[src/rtl/crc32_16_frame_ctrl.sv]
// Frame sequencer around a 16-bit-per-cycle CRC-32 (poly 0x04C11DB7, MSB first).
// Accepts words on a valid/ready stream, finalizes an optional odd trailing
// byte, and presents one held result (CRC, byte count, residue check) per frame.
//
// state | meaning
// IDLE  | waiting for the first word of a frame; crc_q holds INIT, len_q holds 0
// RUN   | mid-frame; crc_q/len_q hold the running register and byte count
// DONE  | result presented on res_*; input stalled until the result is taken
module crc32_16_frame_ctrl #(
  parameter logic [31:0] INIT    = 32'hFFFF_FFFF,
  parameter logic [31:0] XOR_OUT = 32'hFFFF_FFFF,
  parameter logic [31:0] RESIDUE = 32'hC704_DD7B
) (
  input  logic        clk_i,
  input  logic        rst_n_i,
  input  logic        abort_i,
  input  logic        s_valid_i,
  output logic        s_ready_o,
  input  logic [15:0] s_data_i,
  input  logic        s_last_i,
  input  logic [1:0]  s_be_i,
  output logic        res_valid_o,
  input  logic        res_ready_i,
  output logic [31:0] res_crc_o,
  output logic        res_ok_o,
  output logic [15:0] res_len_o
);

  localparam logic [31:0] POLY = 32'h04C1_1DB7;

  typedef enum logic [1:0] {IDLE, RUN, DONE} state_t;

  state_t      state_q, state_d;
  logic [31:0] crc_q, crc_d;
  logic [15:0] len_q, len_d;
  logic        ready_d;
  logic        load_res;
  logic        accept;
  logic        handshake;
  logic [31:0] crc_base;
  logic [15:0] len_base;
  logic [31:0] crc_full;
  logic [31:0] crc_half;
  logic [1:0]  add_bytes;
  logic [16:0] len_sum;

  function automatic logic [31:0] step16(input logic [31:0] crc, input logic [15:0] data);
    logic [31:0] c;
    logic        fb;
    c = crc;
    for (int i = 0; i < 16; i++) begin
      fb = c[31] ^ data[15-i];
      c  = {c[30:0], 1'b0} ^ (fb ? POLY : 32'h0);
    end
    return c;
  endfunction

  function automatic logic [31:0] step8(input logic [31:0] crc, input logic [7:0] data);
    logic [31:0] c;
    logic        fb;
    c = crc;
    for (int i = 0; i < 8; i++) begin
      fb = c[31] ^ data[7-i];
      c  = {c[30:0], 1'b0} ^ (fb ? POLY : 32'h0);
    end
    return c;
  endfunction

  assign accept    = s_valid_i & s_ready_o;
  assign handshake = res_valid_o & res_ready_i;

  // A frame always starts from the seed, even if crc_q was left untouched.
  assign crc_base = (state_q == IDLE) ? INIT : crc_q;
  assign len_base = (state_q == IDLE) ? 16'h0 : len_q;
  assign crc_full = step16(crc_base, s_data_i);
  assign crc_half = step8(crc_base, s_data_i[15:8]);

  // Next-state, register update and result-load decision.
  always_comb begin
    state_d   = state_q;
    crc_d     = crc_q;
    len_d     = len_q;
    load_res  = 1'b0;
    add_bytes = 2'd0;
    len_sum   = 17'h0;
    case (state_q)
      IDLE, RUN: begin
        if (abort_i) begin
          crc_d   = INIT;
          len_d   = 16'h0;
          state_d = IDLE;
        end else if (accept) begin
          if (!s_last_i || s_be_i == 2'b11) begin
            crc_d     = crc_full;
            add_bytes = 2'd2;
          end else if (s_be_i == 2'b10) begin
            crc_d     = crc_half;
            add_bytes = 2'd1;
          end else begin
            // be=00, and the illegal be=01, carry no data bytes.
            crc_d     = crc_base;
            add_bytes = 2'd0;
          end
          len_sum  = {1'b0, len_base} + {15'h0, add_bytes};
          len_d    = len_sum[16] ? 16'hFFFF : len_sum[15:0];
          state_d  = s_last_i ? DONE : RUN;
          load_res = s_last_i;
        end
      end
      DONE: begin
        if (handshake) begin
          crc_d   = INIT;
          len_d   = 16'h0;
          state_d = IDLE;
        end
      end
      default: begin
        crc_d   = INIT;
        len_d   = 16'h0;
        state_d = IDLE;
      end
    endcase
    ready_d = (state_d != DONE);
  end

  // State, running CRC/length and registered input ready.
  always_ff @(posedge clk_i or negedge rst_n_i) begin
    if (!rst_n_i) begin
      state_q   <= IDLE;
      crc_q     <= INIT;
      len_q     <= 16'h0;
      s_ready_o <= 1'b0;
    end else begin
      state_q   <= state_d;
      crc_q     <= crc_d;
      len_q     <= len_d;
      s_ready_o <= ready_d;
    end
  end

  // Result registers: loaded on the last-word accept, held until handshake.
  always_ff @(posedge clk_i or negedge rst_n_i) begin
    if (!rst_n_i) begin
      res_valid_o <= 1'b0;
      res_crc_o   <= 32'h0;
      res_ok_o    <= 1'b0;
      res_len_o   <= 16'h0;
    end else if (load_res) begin
      res_valid_o <= 1'b1;
      res_crc_o   <= crc_d ^ XOR_OUT;
      res_ok_o    <= (crc_d == RESIDUE);
      res_len_o   <= len_d;
    end else if (handshake) begin
      res_valid_o <= 1'b0;
    end
  end

endmodule

[config.mk]
export PLATFORM = sky130hd
export DESIGN_NAME = crc32_16_frame_ctrl
export DESIGN_NICKNAME = d
export VERILOG_FILES = /design/src/rtl/crc32_16_frame_ctrl.sv
export SDC_FILE = /design/constraint.sdc
export NUM_CORES = 1
export LEC_CHECK = 0
export ABC_AREA = 1
export BUFFER_PORTS_ARGS = -buffer_cell sky130_fd_sc_hd__buf_2
export CAP_MARGIN = 20
export CELL_PAD_IN_SITES_DETAIL_PLACEMENT = 1
export CELL_PAD_IN_SITES_GLOBAL_PLACEMENT = 1
export CORE_MARGIN = 2
export CORE_UTILIZATION = 43
export DETAILED_ROUTE_END_ITERATION = 10
export GPL_ROUTABILITY_DRIVEN = 1
export MAX_ROUTING_LAYER = met4
export PLACE_DENSITY = 0.88
export SYNTH_ARGS = -nofsm -noshare
export SYNTH_HDL_FRONTEND = slang
export SYNTH_SLANG_ARGS = --single-unit
[constraint.sdc]
create_clock -name clk_i -period 4 [get_ports clk_i]
set_input_delay 0.4 -clock clk_i [delete_from_list [all_inputs] [get_ports clk_i]]
set_output_delay 0.4 -clock clk_i [all_outputs]
set_load 0.005 [all_outputs]
# [After elaboration in Yosys (flattened, before gate mapping)]
# Cells that the tools add are included.
[op_classes] n_eq_ne=6 muxes=44 n_reduce_logical=5 addsub=1 bitwise=35
[ops] op="$xor 32x27->32" count=16
[ops] op="$mux 27" count=16
[ops] op="$mux 32" count=6
[ops] op="$mux 16" count=5
[ops] op="$pmux 32 s2" count=1
[ops] op="$eq 32x32->1 const B" count=1
[ops] op="$not 32->32" count=1
[ops] op="$pmux 16 s2" count=1
[ops] op="$add 16x2->17" count=1
[ops] op="$mux 2" count=8
[ops] op="$xor 1x1->1" count=16
[ops] op="$eq 2x2->1 const B" count=3
[ops] op="$mux 1" count=6
[ops] op="$pmux 2 s2" count=1
[ops] op="$and 1x1->1" count=2
[ops] op="$eq 2x1->1 const B" count=1
[ops] op="$logic_not 2->1" count=1
[ops] op="$ne 2x2->1 const B" count=1
[ops] op="$reduce_bool 2->1" count=1
[ops] op="$reduce_or 2->1" count=1
[ops] op="$logic_not 1->1" count=1
[ops] op="$logic_or 1x1->1" count=1
[word_totals] out_inout_bits=51 wordCells=99 register_bits=101 in_bits=24

# [Longest topological paths before layout]
[logic_depth] ltp_word=55 mapped_depth=28 ltp_nobuf=27

# [Worst setup path after synthesis]
# No wires, ideal clock.
[synth_path] path_kind="register -> register" from="register state_q[0]" to="register res_len_o[15]" t_required_ns=3.883 synth_period_minus_slack_ns=3.312 arrival_time_ns=3.195 path_stages_with_launch=19 setup_time_ns=0.117 slack_ns=0.688 cell_sequence="dfrtp_1 nor2_2 buf_6 clkbuf_1 buf_1 nor2_1 ha_1 a21oi_1 nor4_2 nand3_1 nor2_1 nand3_1 nor3_1 nand3_1 xor2_1 nor2_1 o21ai_1 nand2_1 nand2_1"
[synth_between] elab_chain_cells=7 word_cells_on_any_way=11
[synth_lines] item="from (decl)" line_no="33" source="state_t state_q, state_d;"
[synth_lines] item="from (signal assigned)" line_no="134" source="state_q <= state_d;"
[synth_lines] item="$logic_not 2->1" line_no="74, 86"
[synth_lines] item="$mux 16" line_no="74" source="assign len_base = (state_q == IDLE) ? 16'h0 : len_q;"
[synth_lines] item="$add 16x2->17" line_no="104" source="len_sum = {1'b0, len_base} + {15'h0, add_bytes};"
[synth_lines] item="$mux 16" line_no="105" source="len_d = len_sum[16] ? 16'hFFFF : len_sum[15:0];"
[synth_lines] item="$mux 16" line_no="92" source="end else if (accept) begin"
[synth_lines] item="$mux 16" line_no="88" source="if (abort_i) begin"
[synth_lines] item="$pmux 16 s2 *" line_no="86" source="case (state_q)"
[synth_lines] item="via len_d[15]" line_no="35" source="logic [15:0] len_q, len_d;"
[synth_lines] item="to (signal assigned)" line_no="152" source="res_len_o <= len_d;"
[synth_lines] item="to (decl)" line_no="26" source="output logic [15:0] res_len_o"
# Mark *: on every way through the listed nets, which the timed path passes. The rest lies on a longest branch.
# A chain may end at the register's enable or synchronous reset.

# [Final worst setup path]
[layout_path] from="input port s_be_i[1]" to="register res_len_o[11]"
[layout_between] elab_chain_cells=11 word_cells_on_any_way=13
[layout_lines] item="from (decl)" line_no="21" source="input logic [1:0] s_be_i,"
[layout_lines] item="$eq 2x2->1, on equally long branches" line_no="96, 93"
[layout_lines] item="$mux 1 or $logic_or 1x1->1 (tied branches)" line_no="96, 93"
[layout_lines] item="$mux 2 *" line_no="93" source="if (!s_last_i || s_be_i == 2'b11) begin"
[layout_lines] item="$mux 2 *" line_no="92"
[layout_lines] item="$mux 2 *" line_no="88"
[layout_lines] item="$mux 2 *" line_no="86"
[layout_lines] item="$add 16x2->17 *" line_no="104"
[layout_lines] item="$mux 16 *" line_no="105"
[layout_lines] item="$mux 16 *" line_no="92"
[layout_lines] item="$mux 16 *" line_no="88"
[layout_lines] item="$pmux 16 s2 *" line_no="86"
[layout_lines] item="via len_d[11]" line_no="35"
# Mark *: on every way through the listed nets, which the timed path passes. The rest lies on a longest branch. The select of a mux whose other input is x is not followed.

==> metrics.md <==
| Metric | Value |
|---|---|
| Slowest-stage cell, CP | buf_2 |
| Fin Clk Skew | 0.00939 ns |
| Crit path max-delay family | simple AND/OR/NAND/NOR gates |
| RSZ-0062 raised after global routing | no |
| Die X | 142 um |
| Grt ovf | 0 |
| R2R Path End | res_len_o[11]$_DFFE_PN0P_ |
| Length in cells of the worst reg-to-reg path | 17 |
| Rel. slew slack | 35.5% |
| Critical Path, Cell by Cell | buf_2, inv_1, nor2_2, inv_1, nor2_1, ha_1, fa_1, nand2_1, nor2_1, nand3_1, nor2_1, nand3_1, nor4_2, nand3_1, nand2_2, o221ai_1, o21ai_0, nand2_1, nand2_1 |
| Setup violations, final | 0 |
| Dpl hpwl | 25.4 mm |
| Synth unique cells | 37 |
| HP Class | in2async |
| Vias per std cell | 5.76 |
| Final Cell Area | 9030 um2 |
| Placer Congestion | 1.03 |
| Final nets | 1377 |
| Register area share after synthesis | 31.5% |
| Area growth, synth to finish | 10.6% |
| Antenna Nets Post-Route | 0 |
| Setup TNS | 0 ns |
| Final Util | 48.4% |
| Initial drt markers | 791 |
| Hold Fails Final Rpt | 0 |
| Initial Util | 43.8% |
| CP endpoint | res_len_o[11]$_DFFE_PN0P_ |
| Top_reg_cell synth | dfrtp_1 |
| Clock Path Buffers | 2 |
| Clock Latency Late Sink | 0.36 ns |
| Seq cells post-synth | 101 |
| Initial antenna violation count | 0 |
| Worst slack at placement | 0.149 ns |
| Worst Path Buf+Inv | 3 |
| DRC Markers | 0 |
| CP Launch Type | input pin |
| Mapped Nets | 1318 |
| First-pass GRT wire length | 51.4 mm |
| Post-synth top area share | 23.1% |
| Die area | 20100 um2 |
| Max cap viols | 0 |
| Syn avg cell area | 6.32 um2 |
| Gr usage total | 34.1% |
| Number of buffers added on ports | 74 |
| Crit. Startpoint | s_be_i[1] |
| Row count | 50 |
| Crit path depth | 19 |
| Status | finished clean |
| CP required | 4.29 ns |
| Most frequent cells after synthesis | nand2_1 (503), nand3_1 (135), inv_1 (118) |
| Setup ws final | 0.364 ns |
| Synth top area cells | nand2_1 (23%), dfrtp_1 (21%), dfstp_2 (10%) |
| Hold_buf cts | 0 |
| Vias in the first global route | 9351 |
| Max Fanout on Critical Path | 14 |
| Post-synth EDFFs | 0 |
| Worst-Margin Slew | 0.968 ns |
| Achievable Freq | 275 MHz |
| Final worst-path cycle share | 90.9% |
| Antenna cells | 0 |
| Clock root buffer | clkbuf_16 |
| Mapped cell area | 8160 um2 |
| # H-tree levels | 3 |
| VDD IR-drop max | 0.296 mV |
| Area leader, netlist | nand2_1 |
| Lkg Pwr | 4.75 nW |
| CTS Buf Count | 9 |
| Number of setup buffers added after CTS | 0 |
| Critical path class | in2reg |
| DR pass1 iterations | 7 |
| Overall power | 6.10 mW |
| Fin. max-slew vios | 0 |
| WL per Instance | 20.6 um |
| Yosys warnings | 0 |
| Final min period | 3.64 ns |
| Power Density | 676 nW/um2 |
| Dominant cell by count in the synthesized netlist | nand2_1 |
| I/O pins | 75 |
| Clock sinks | 101 |
| RR Startpoint | state_q[1]$_DFF_PN0_ |
| Post-Syn Instances | 1291 |
| Async SR Flop Fraction | 100% |
| DR vias | 9160 |
| CP arrival | 3.93 ns |
| Layout cell share with drive strength beyond 1 | 19.0% |
| Largest net degree at the start of global routing | 84 |
| Die height | 142 um |
| CP Capture Type | register |
| CTS resizes | 0 |
| CORE AREA | 18600 um2 |
| Drt total wl | 32.7 mm |
| Critical path's largest stage delay | 0.33 ns |
| CTS tree | built |
| R2R setup slack | 0.44 ns |
| Worst-path clk slew | 0.07 ns |
| Placed Area | 8740 um2 |
## metrics by stage
step	hold WS (ns)	cells
after detailed placement	0.467	1573
after floorplan	0.104	1291
after global placement	0.459	1573
after CTS	0.221	1589
after global routing	0.264	1589
final	0.168	1589
## worst reg2reg max path, cell delays in order, from the launching register on
cell      delay (ns)
dfrtp_1         0.44
nor2_2          0.11
buf_12          0.18
nor2_1          0.12
ha_1            0.21
fa_1            0.26
nand2_1         0.12
nor2_1          0.20
nand3_1         0.18
nor2_1          0.18
nand3_1         0.17
nor4_2          0.29
nand3_1         0.32
nand2_2         0.27
o221ai_1        0.14
o21ai_0         0.15
nand2_1         0.08
nand2_1         0.06
## worst min path at each step
| stage | from | end | slack (ns) | depth (start not counted) |
|---|---|---|---|---|
| floorplan | rst_n_i | len_q[0]$_DFF_PN0_ | 0.10 | 0 |
| global placement | res_len_o[7]$_DFFE_PN0P_ | res_len_o[7]$_DFFE_PN0P_ | 0.46 | 2 |
| detailed placement | res_len_o[1]$_DFFE_PN0P_ | res_len_o[1]$_DFFE_PN0P_ | 0.47 | 2 |
| CTS | rst_n_i | len_q[15]$_DFF_PN0_ | 0.22 | 1 |
| global route | res_ready_i | res_valid_o$_DFFE_PN0P_ | 0.26 | 2 |
| finish | rst_n_i | res_len_o[15]$_DFFE_PN0P_ | 0.17 | 1 |
## area by class of cell
class	count	area, um2
Fill cell	2590	9610
Clock inverter	5	42.5
Inverter	127	477
Clock buffer	11	243
Sequential cell	101	2570
Tap cell	234	293
Multi-Input combinational cell	1023	4920
Timing Repair Buffer	88	490
## registers in the layout, summed over array words and instances, names as in the netlist
name / count
len_q: 16
s_ready_o: 1
res_len_o: 16
res_valid_o: 1
res_crc_o: 32
res_ok_o: 1
state_q: 2
crc_q: 32
## cells by family (layout without fill, tap and decap cells)
kind of cell	count (synthesis)	count (layout)	synth area share, %
adders and majority gates	3	3	0.552
buffers and inverters	167	231	8.39
xor gates and xnor gates	29	29	3.57
DFF	101	101	31.5
AOI/OAI and AO/OA	150	150	9.95
and+or+nand+nor	841	841	46.1
## routing by layer
metal / track usage (%) / routed length [um]
met5: - / 0
met4: 15.9 / 1620
met3: 3.37 / 1880
met2: 55.0 / 15400
met1: 43.3 / 13800
## report_power, final
part,switching [mW],leakage [nW],internal [mW],total (mW)
Combinational,2.55,3.33,1.05,3.60
Clock,0.407,0.137,0.446,0.854
Sequential,0.217,1.28,1.42,1.64
## layout by cell type (no fill, tap or decap), drive strengths merged
cell      netlist  final
a21oi          47     47
a31oi           3      3
buf            13     88
clkbuf         27     11
clkinv          2      4
clkinvlp        0      1
dfrtp          69     69
dfstp          32     32
fa              1      1
ha              2      2
inv           125    127
nand2         566    566
nand3         152    152
nand3b          4      4
nand4           3      3
nor2           93     93
nor3            1      1
nor4            2      2
o211ai          2      2
o21ai          84     84
o221ai          5      5
o22ai           9      9
or2            20     20
xnor2           7      7
xor2           22     22
Power figures use the tool's default switching activity.
